`src/rtl/program_loader_if.sv`:
```
// program_loader_if -- handshake and memory-write bundle for program_loader.
//
// Groups everything except clk/rst:
//   start, last_addr, abort          load control (from host/sequencer)
//   s_valid, s_data / s_ready        source word stream (valid/ready)
//   mem_wr, mem_addr, mem_data       program memory write port
//   cpu_halt, done, err, checksum    status back to host / CPU
//
// modport master: the side that requests loads and supplies words.
// modport slave : the loader itself.
interface program_loader_if #(
  parameter int unsigned DATA_WIDTH = 8,
  parameter int unsigned ADDR_WIDTH = 5
);

  logic                  start;
  logic [ADDR_WIDTH-1:0] last_addr;
  logic                  abort;
  logic                  s_valid;
  logic [DATA_WIDTH-1:0] s_data;
  logic                  s_ready;
  logic                  mem_wr;
  logic [ADDR_WIDTH-1:0] mem_addr;
  logic [DATA_WIDTH-1:0] mem_data;
  logic                  cpu_halt;
  logic                  done;
  logic                  err;
  logic [DATA_WIDTH-1:0] checksum;

  modport master (
    output start, last_addr, abort, s_valid, s_data,
    input  s_ready, mem_wr, mem_addr, mem_data, cpu_halt, done, err, checksum
  );

  modport slave (
    input  start, last_addr, abort, s_valid, s_data,
    output s_ready, mem_wr, mem_addr, mem_data, cpu_halt, done, err, checksum
  );

endinterface

```
`src/rtl/program_loader.sv`:
```
// program_loader -- copies a program image from a valid/ready word stream into
// program memory (address 0 upward) while holding the CPU halted.
//
// Ports:
//   clk   rising-edge clock
//   rst   synchronous active-high reset (forces IDLE, clears all outputs)
//   bus   program_loader_if.slave:
//           in : start, last_addr (captured with start), abort, s_valid, s_data
//           out: s_ready (WAIT only), mem_wr/mem_addr/mem_data (one strobe per
//                word), cpu_halt (any non-IDLE state), done (1-cycle pulse),
//                err (sticky: last load aborted), checksum (mod 2^DATA_WIDTH
//                sum of words written)
//
// Every accepted word costs a WAIT cycle and a WRITE cycle, so the stream rate
// is at most one word per two clocks. Outputs are all flops; the state-decoded
// ones are computed from the next state so they line up with the state flop.
module program_loader #(
  parameter int unsigned DATA_WIDTH = 8,
  parameter int unsigned ADDR_WIDTH = 5
) (
  input  logic            clk,
  input  logic            rst,
  program_loader_if.slave bus
);

  typedef enum logic [1:0] {
    S_IDLE  = 2'd0,
    S_WAIT  = 2'd1,
    S_WRITE = 2'd2,
    S_DONE  = 2'd3
  } state_t;

  state_t                state_q, state_d;
  logic [ADDR_WIDTH-1:0] ptr_q, ptr_d;
  logic [ADDR_WIDTH-1:0] last_q, last_d;
  logic [ADDR_WIDTH-1:0] mem_addr_q, mem_addr_d;
  logic [DATA_WIDTH-1:0] mem_data_q, mem_data_d;
  logic [DATA_WIDTH-1:0] checksum_q, checksum_d;
  logic                  err_q, err_d;
  logic                  s_ready_q, s_ready_d;
  logic                  mem_wr_q, mem_wr_d;
  logic                  cpu_halt_q, cpu_halt_d;
  logic                  done_q, done_d;

  always_comb begin
    state_d    = state_q;
    ptr_d      = ptr_q;
    last_d     = last_q;
    mem_addr_d = mem_addr_q;
    mem_data_d = mem_data_q;
    checksum_d = checksum_q;
    err_d      = err_q;

    unique case (state_q)
      S_IDLE: begin
        // abort is meaningless here; checksum/err keep the last load's result
        if (bus.start) begin
          last_d     = bus.last_addr;
          ptr_d      = '0;
          checksum_d = '0;
          err_d      = 1'b0;
          state_d    = S_WAIT;
        end
      end

      S_WAIT: begin
        // abort wins over a word offered in the same cycle
        if (bus.abort) begin
          err_d   = 1'b1;
          state_d = S_IDLE;
        end else if (bus.s_valid && s_ready_q) begin
          mem_addr_d = ptr_q;
          mem_data_d = bus.s_data;
          checksum_d = checksum_q + bus.s_data;
          state_d    = S_WRITE;
        end
      end

      S_WRITE: begin
        // the strobe for this cycle is already out; abort only stops what follows
        if (bus.abort) begin
          err_d   = 1'b1;
          state_d = S_IDLE;
        end else if (ptr_q == last_q) begin
          state_d = S_DONE;
        end else begin
          ptr_d   = ptr_q + ADDR_WIDTH'(1);
          state_d = S_WAIT;
        end
      end

      S_DONE: begin
        state_d = S_IDLE;
      end

      default: begin
        state_d = S_IDLE;
      end
    endcase

    s_ready_d  = (state_d == S_WAIT);
    mem_wr_d   = (state_d == S_WRITE);
    done_d     = (state_d == S_DONE);
    cpu_halt_d = (state_d != S_IDLE);
  end

  always_ff @(posedge clk) begin
    if (rst) begin
      state_q    <= S_IDLE;
      ptr_q      <= '0;
      last_q     <= '0;
      mem_addr_q <= '0;
      mem_data_q <= '0;
      checksum_q <= '0;
      err_q      <= 1'b0;
      s_ready_q  <= 1'b0;
      mem_wr_q   <= 1'b0;
      cpu_halt_q <= 1'b0;
      done_q     <= 1'b0;
    end else begin
      state_q    <= state_d;
      ptr_q      <= ptr_d;
      last_q     <= last_d;
      mem_addr_q <= mem_addr_d;
      mem_data_q <= mem_data_d;
      checksum_q <= checksum_d;
      err_q      <= err_d;
      s_ready_q  <= s_ready_d;
      mem_wr_q   <= mem_wr_d;
      cpu_halt_q <= cpu_halt_d;
      done_q     <= done_d;
    end
  end

  assign bus.s_ready  = s_ready_q;
  assign bus.mem_wr   = mem_wr_q;
  assign bus.mem_addr = mem_addr_q;
  assign bus.mem_data = mem_data_q;
  assign bus.cpu_halt = cpu_halt_q;
  assign bus.done     = done_q;
  assign bus.err      = err_q;
  assign bus.checksum = checksum_q;

  // Accepting and writing are mutually exclusive phases of a word.
  a_ready_wr_excl: assert property (@(posedge clk) disable iff (rst)
    !(s_ready_q && mem_wr_q));

  a_done_pulse: assert property (@(posedge clk) disable iff (rst)
    done_q |=> !done_q);

  a_wr_pulse: assert property (@(posedge clk) disable iff (rst)
    mem_wr_q |=> !mem_wr_q);

endmodule

```
`src/flat_wrapper.sv`:
```
// flat-port wrapper written by rule: the top's interface ports become plain ports
module program_loader_flat 
#(
  parameter int unsigned DATA_WIDTH = 8,
  parameter int unsigned ADDR_WIDTH = 5
)
  (clk, rst, bus_start, bus_last_addr, bus_abort, bus_s_valid, bus_s_data, bus_s_ready, bus_mem_wr, bus_mem_addr, bus_mem_data, bus_cpu_halt, bus_done, bus_err, bus_checksum);
  program_loader_if #(.DATA_WIDTH(DATA_WIDTH), .ADDR_WIDTH(ADDR_WIDTH)) bus_i ();
  input  logic clk;
  input  logic rst;
  input wire logic [$bits(bus_i.start)-1:0] bus_start;
  input wire logic [$bits(bus_i.last_addr)-1:0] bus_last_addr;
  input wire logic [$bits(bus_i.abort)-1:0] bus_abort;
  input wire logic [$bits(bus_i.s_valid)-1:0] bus_s_valid;
  input wire logic [$bits(bus_i.s_data)-1:0] bus_s_data;
  output wire logic [$bits(bus_i.s_ready)-1:0] bus_s_ready;
  output wire logic [$bits(bus_i.mem_wr)-1:0] bus_mem_wr;
  output wire logic [$bits(bus_i.mem_addr)-1:0] bus_mem_addr;
  output wire logic [$bits(bus_i.mem_data)-1:0] bus_mem_data;
  output wire logic [$bits(bus_i.cpu_halt)-1:0] bus_cpu_halt;
  output wire logic [$bits(bus_i.done)-1:0] bus_done;
  output wire logic [$bits(bus_i.err)-1:0] bus_err;
  output wire logic [$bits(bus_i.checksum)-1:0] bus_checksum;
  assign bus_i.start = bus_start;
  assign bus_i.last_addr = bus_last_addr;
  assign bus_i.abort = bus_abort;
  assign bus_i.s_valid = bus_s_valid;
  assign bus_i.s_data = bus_s_data;
  assign bus_s_ready = bus_i.s_ready;
  assign bus_mem_wr = bus_i.mem_wr;
  assign bus_mem_addr = bus_i.mem_addr;
  assign bus_mem_data = bus_i.mem_data;
  assign bus_cpu_halt = bus_i.cpu_halt;
  assign bus_done = bus_i.done;
  assign bus_err = bus_i.err;
  assign bus_checksum = bus_i.checksum;
  program_loader #(.DATA_WIDTH(DATA_WIDTH), .ADDR_WIDTH(ADDR_WIDTH)) u_core (.clk(clk), .rst(rst), .bus(bus_i));
endmodule
```
`config.mk`:
```
export PLATFORM = sky130hd
export DESIGN_NAME = program_loader_flat
export DESIGN_NICKNAME = d
export VERILOG_FILES = /design/src/rtl/program_loader_if.sv /design/src/rtl/program_loader.sv /design/src/flat_wrapper.sv
export SDC_FILE = /design/constraint.sdc
export NUM_CORES = 1
export LEC_CHECK = 0
export CORE_MARGIN = 2
export CORE_UTILIZATION = 53
export DETAILED_ROUTE_END_ITERATION = 10
export PLACE_DENSITY = 0.91
export SYNTH_ARGS = -nofsm -noshare
export SYNTH_HDL_FRONTEND = slang
export SYNTH_SLANG_ARGS = --single-unit
```
`constraint.sdc`:
```
create_clock -name clk -period 5.3 [get_ports clk]
set_input_delay 0.53 -clock clk [delete_from_list [all_inputs] [get_ports clk]]
set_output_delay 0.53 -clock clk [all_outputs]
set_load 0.01 [all_outputs]
```
==> results.toml <==
[finish]
syn_to_final_growth_pct = 28.6
nets = 293
final_cell_mix = "43 x clkdlybuf4s50_1, 38 x nand2_1, 38 x dfxtp_1"
antenna_cells = 0
layout_commonest_cell = "clkdlybuf4s50_1"
final_util = 0.708
drive_above_1_share = 0.0418

[routing]
drt_wl_total_um = 3970
drt_pass1_iterations = 4
vias_per_cell = 5.46
vias = 1688
drcViolationCount = 0
drtIter0Drc = 118
drtAntennaViolNets = 0
wl_per_cell_um = 12.8

[clock_network]
cts_buffer_depth = 2
path_clk_slew_ns = 0.12
clock_latency_ns = 0.36
cts_setup_buffers = 0
h-tree-depth = 2
holdBufCountCts = 0
cts.sinks = 38
cts_tree = "built"
clockRootBuffer = "clkbuf_4"
post_cts_resized = 0
cts_buffers = 5

[global_routing]
grt_max_degree = 35
grt_pass1_vias = 1613
antenna_found_initial = 0
grt_pass1_wl_um = 6950
grt.total_usage = 0.220
overflow = 0

[hold_path]
hp-start = "u_core.bus.mem_data[4]"
hp-class = "reg -> reg"
min_delay_worst_endpoint = "u_core.bus.mem_data[4]"
holdPathStages = 2

[timing]
finClkSkew_ns = 0.00987
fmax_mhz = 423
worst_pin_slew_ns = 1.17
min_period_ns = 2.36
maxSlewViolCount = 0
rsz0062_at_grt = "no"
hold_viol = 0
max_slew_margin = 0.216
fin_ws_ns = 2.94
fin_crit_sh = 0.446
setup_viol = 0
tns_ns = 0

[worst_setup_path]
crit_fanout = 16
critPathLaunchType = "flop"
cpPeakStageDelay_ns = 0.63
worst_path_max_delay_cell = "nor2_1"
crit_chain = "inv_1 > ha_1 > nand4_1 > nor2_1 > and2_1 > mux2i_1 > a21oi_1"
r2r_end = "u_core.bus.checksum[7]"
reg2regPathDepth = 7
path_class = "reg -> reg"
cp-end-kind = "flop"
arrival_ns = 2.64
r2r-start = "u_core.state_q[1]"
rrSetupSlack_ns = 2.94
required_ns = 5.57

[logic_synthesis]
synthFlopType = "dfxtp_1"
synthesis.nets = 250
synth_edf_count = 0
synth_area_sq_um = 1840
postSynthCellCount = 219
ys_seq_elements = 38
seq_area_frac_synth = 0.414
synthArstFlopShare = 0
yosys.area.top_type = "dfxtp_1"
syn_avg_cell_area_sq_um = 8.38
netlist_top_cells_area = "dfxtp_1 41%, ha_1 8.2%, nand2_1 7.8%"
yosysTopAreaCellShare = 0.414
yosys_warnings = 0
synth.distinct_cells = 38

[pwr]
vdd_drop_max_mv = 0.170
p_leak_nw = 0.911
p_per_area_nw_per_um2 = 241

[flow_run]
maxCapViolations = 0

[place]
io_buffers = 43
gp_congestion = 0.842
place_ws_ns = 2.56
dp_hpwl_um = 2960

[floorplanning]
core_sq_um = 3340
die_w_um = 62.9
num_rows = 21
top_level_ports = 44
start_util = 0.550
dieArea_sq_um = 3950
chipHeight_um = 62.9

[outcome]
status = "complete, no violations"
-- power breakdown --
part           total [mW]  internal (mW)  switching (mW)
Clock               0.202         0.0989           0.103
Sequential          0.298          0.292         0.00556
Combinational      0.0679         0.0325          0.0354
-- flip-flops by register name (all words and copies together), names as in the netlist --
signal	count
u_core.bus.err	1
u_core.bus.s_ready	1
u_core.bus.checksum	8
u_core.bus.done	1
u_core.bus.mem_data	8
u_core.bus.cpu_halt	1
u_core.bus.mem_addr	5
u_core.state_q	2
u_core.ptr_q	5
u_core.last_q	5
u_core.bus.mem_wr	1
-- cell type report --
class	instances	area (sq um)
Clock buffer	5	37.5
Clock inverter	3	45.0
Fill cell	307	976
Inverter	6	22.5
Multi-Input combinational cell	167	1000
Sequential cell	38	761
Tap cell	46	57.6
Timing Repair Buffer	44	438
-- cells by family (layout without fill, tap and decap cells) --
logic type | after synthesis | count (layout) | synth area share
adder cells (fa/ha/maj) | 13 | 13 | 0.0927
AND/OR/NAND/NOR | 90 | 90 | 0.224
AO/OA/AOI/OAI | 50 | 50 | 0.159
buffers and inverters | 14 | 58 | 0.0409
XOR/XNOR | 11 | 11 | 0.0525
multiplexers | 3 | 3 | 0.0164
flip-flops | 38 | 38 | 0.414
-- layer usage --
metal | wire, um | global-route usage | vias up | part of all wire
li1 | - | - | 841 | -
met1 | 1700 | 0.257 | 786 | 0.43
met2 | 1990 | 0.380 | 55 | 0.50
met3 | 222 | 0.0667 | 6 | 0.056
met4 | 55 | 0.0750 | 0 | 0.014
met5 | 0 | 0 | - | 0
-- worst max-delay path by stage --
stage                           start                      to  slack [ns]  depth (start not counted)
global placement        bus_s_data[0]  u_core.bus.checksum[6]        2.68                          9
floorplan           u_core.state_q[0]         u_core.ptr_q[2]        3.21                          9
finish              u_core.state_q[1]  u_core.bus.checksum[7]        2.94                          7
detailed placement          bus_abort  u_core.bus.checksum[7]        2.56                          7
global route        u_core.state_q[1]  u_core.bus.checksum[7]        2.64                          7
CTS                 u_core.state_q[1]  u_core.bus.checksum[7]        2.91                          7
-- cells in the mapped netlist, types with 2 or more instances --
library cell,n
ha_1,12
nand3_1,10
nand3b_1,2
nor2b_1,3
dfxtp_1,38
o21ai_0,8
a21oi_1,27
inv_1,6
nand2_1,38
nor2_1,18
and2_1,2
nor3_1,6
xor2_1,7
a22oi_1,7
clkbuf_1,4
clkbuf_8,2
xnor2_1,4
nor3b_1,2
mux2i_1,3
nand2b_1,2
-- worst max-delay path, delay by kind of cell (launching register included) --
kind            cells  cell delay (ns)
simple gates        3             1.37
fa+ha+maj           1             0.25
buf+inv             1             0.11
flops               1             0.36
mux                 1             0.07
compound gates      1             0.13
-- stage by stage --
step	instances	power, mW	cell area (sq um)	hold slack, ns
3_5_place_dp	301	0.372	2280	0.451
2_1_floorplan	219	0.346	1840	0.448
4_1_cts	309	0.571	2360	0.472
6_report	309	0.568	2360	0.467
3_3_place_gp	301	0.370	2280	0.443
5_1_grt	309	0.596	2360	0.493
(Power assumes the default switching activity.)
==> patch: new RTL, same flow settings <==
`mem_addr_q`, `mem_data_q` and `checksum_q` no longer have a reset.
--- a/src/rtl/program_loader.sv
+++ b/src/rtl/program_loader.sv
@@ -109,9 +109,6 @@
       state_q    <= S_IDLE;
       ptr_q      <= '0;
       last_q     <= '0;
-      mem_addr_q <= '0;
-      mem_data_q <= '0;
-      checksum_q <= '0;
       err_q      <= 1'b0;
       s_ready_q  <= 1'b0;
       mem_wr_q   <= 1'b0;
@@ -121,15 +118,18 @@
       state_q    <= state_d;
       ptr_q      <= ptr_d;
       last_q     <= last_d;
-      mem_addr_q <= mem_addr_d;
-      mem_data_q <= mem_data_d;
-      checksum_q <= checksum_d;
       err_q      <= err_d;
       s_ready_q  <= s_ready_d;
       mem_wr_q   <= mem_wr_d;
       cpu_halt_q <= cpu_halt_d;
       done_q     <= done_d;
     end
+  end
+
+  always_ff @(posedge clk) begin
+    mem_addr_q <= mem_addr_d;
+    mem_data_q <= mem_data_d;
+    checksum_q <= checksum_d;
   end
 
   assign bus.s_ready  = s_ready_q;
Function: differs if rst is asserted again (counterexample within 4 cycles, from zero or initial values and one cycle with rst high); with rst held inactive, the same outputs for 10 cycles.
==> patch against the unedited design <==
  * Non-clock buffer count is 1 lower
  * First-iteration DRC count shrank 45%
  * Wire length up 4.4%
  * Maximum frequency down 15%
  * Sequential cell count unchanged
  * Sequential share of layout area rose by 5.1 points
  * Setup slack got worse by 0.40 ns
  * Final cell count decreased by 12%
  * Area after synthesis rose by 8.8%
  * Cell area is 10% higher
Power is not compared: it rests on default switching activity, and its combinational part moved more than twofold at a synthesized area within 25%.
==> patch: results (changes against the unedited design) <==
metric,value,unit,change
number of max-slew violations in the final report,0,,unchanged
"CP delay by family, top",simple AND/OR/NAND/NOR gates,,
cell depth of the worst flop-to-flop path,5,,-2
post-cts resize count,0,,unchanged
clock transition at the register clock pins on the worst setup and hold paths after CTS,0.07,ns,-0.05 ns
largest incremental delay on the critical path,0.83,ns,+0.20 ns
"EDFF count, synth",21,,+21
sum of met3 wire segment lengths after detailed routing,266,microns,+20%
status,completed,,
final routed wirelength across all metal layers,4.14,mm,+4.4%
post-detailed-placement half-perimeter wirelength,2.92,mm,-1.4%
vias in the first global route,1434,,-11%
global-route met1 utilization,26.8,%,+1.1 points
fraction of synthesized cell area in xor and xnor cells,3.51,%,-1.7 points
Post-Synth Adder-Cell Area,7.89,%,-1.4 points
instance count of the mapped netlist,179,,-18%
root buffer selected by CTS,sky130_fd_sc_hd__clkbuf_8,,
global router's overall resource usage,21.3,%,-0.66 points
1st-pass router iterations,5,,+1
placer's final routability congestion estimate,0.878,,+4.2%
met3 track demand over resource,6.16,%,-0.50 points
Post-Place Cells,264,,-12%
largest net degree at the start of global routing,20,,-43%
DRT iter0 DRCs,65,,-45%
Final nets,253,,-14%
total clock buffers created by CTS,5,,unchanged
# port buffers,43,,unchanged
proportion of register bits with asynchronous set or reset after synthesis,0,%,unchanged
antenna violations before repair,0,,unchanged
clk_skew,0.00598,ns,-0.00389 ns
clock latency reported for the late side of the worst-skew pair,0.30,ns,-0.06 ns
Pleak,0.955,nW,
number of warnings printed during yosys synthesis,0,,unchanged
post-CTS setup buffer count,0,,unchanged
top post-synthesis cells by area,"sky130_fd_sc_hd__edfxtp_1, sky130_fd_sc_hd__dfxtp_1, sky130_fd_sc_hd__ha_1, sky130_fd_sc_hd__a21oi_1, sky130_fd_sc_hd__xnor2_1",,
Syn Nets,209,,-16%
Hold/Removal Path Class,reg2reg,,
leading post-synthesis cells by instance count,"sky130_fd_sc_hd__edfxtp_1, sky130_fd_sc_hd__dfxtp_1, sky130_fd_sc_hd__a21oi_1",,
share of cell area taken by muxes after synthesis,2.01,%,+0.37 points
grt met2 use,34.6,%,-3.5 points
met2 wire length,2.07,mm,+4.4%
ANT cells,0,,unchanged
Post-Layout Cell Count,272,,-12%
Compound-Gate Fraction of Synth Area,15.7,%,-0.16 points
unique cell type count in the Yosys netlist,50,,+32%
largest fanout on the critical path,14,,-2
M1 wire length,1.72,mm,+1.1%
sequential fraction of the synthesis area,48.6,%,+7.2 points
data arrival time at the worst-slack endpoint,2.72,ns,+0.08 ns
Max-Slew Margin vs Limit,34.1,%,+13 points
uppermost signal routing layer after detailed routing,met4,,
critical-path cell with the highest stage delay,sky130_fd_sc_hd__nor3_2,,
pre-CTS WS,2.56,ns,-0.00681 ns
first-pass GRT wire length,6.82,mm,-1.9%
Placed Instance Area,0.00246,sq mm,+8.0%
Via density,5.78,,+5.8%
proportion of layout cells with a drive suffix above 1,11.2,%,+7.0 points
patch: cell count changes after synthesis, moves of 4 or more:
cell / before / now
sky130_fd_sc_hd__a21oi_1: 27 / 15
sky130_fd_sc_hd__a22oi_1: 7 / 0
sky130_fd_sc_hd__dfxtp_1: 38 / 17
sky130_fd_sc_hd__edfxtp_1: 0 / 21
sky130_fd_sc_hd__nand2_1: 38 / 11
sky130_fd_sc_hd__nor2_1: 18 / 8
sky130_fd_sc_hd__nor3_1: 6 / 2
sky130_fd_sc_hd__o21ai_0: 8 / 1
sky130_fd_sc_hd__xor2_1: 7 / 3
patch: final timing paths:
path / startpoint / end / slack (ns)
max: u_core.state_q[1]$_SDFF_PP0_ / u_core.bus.checksum[6]$_SDFFCE_PN0P_ / 2.54
min: u_core.last_q[2]$_SDFFE_PP0P_ / u_core.last_q[2]$_SDFFE_PP0P_ / 0.48
max reg2reg: u_core.state_q[1]$_SDFF_PP0_ / u_core.bus.checksum[6]$_SDFFCE_PN0P_ / 2.54
min reg2reg: u_core.last_q[2]$_SDFFE_PP0P_ / u_core.last_q[2]$_SDFFE_PP0P_ / 0.48
patch: kinds of logic after synthesis:
logic type / Yosys count
AO/OA/AOI/OAI: 40
buffers and inverters: 15
adder cells (fa/ha/maj): 12
flip-flops: 38
multiplexers: 4
AND/OR/NAND/NOR: 62
XOR/XNOR: 8
patch: where the power goes:
group	internal [W]	switching (W)
Clock	0.000201	0.000103
Sequential	0.000327	0.00000882
Combinational	0.0000717	0.0000748
patch: layout make-up:
type                    instances  area, sq um
clock buffers                   6         82.6
clock inverters                 2         60.1
fillers                       261         1030
inverters                       9         33.8
multi-input cells             126          965
flip-flops and latches         38          971
well taps                      48         60.1
repair buffers                 43          430
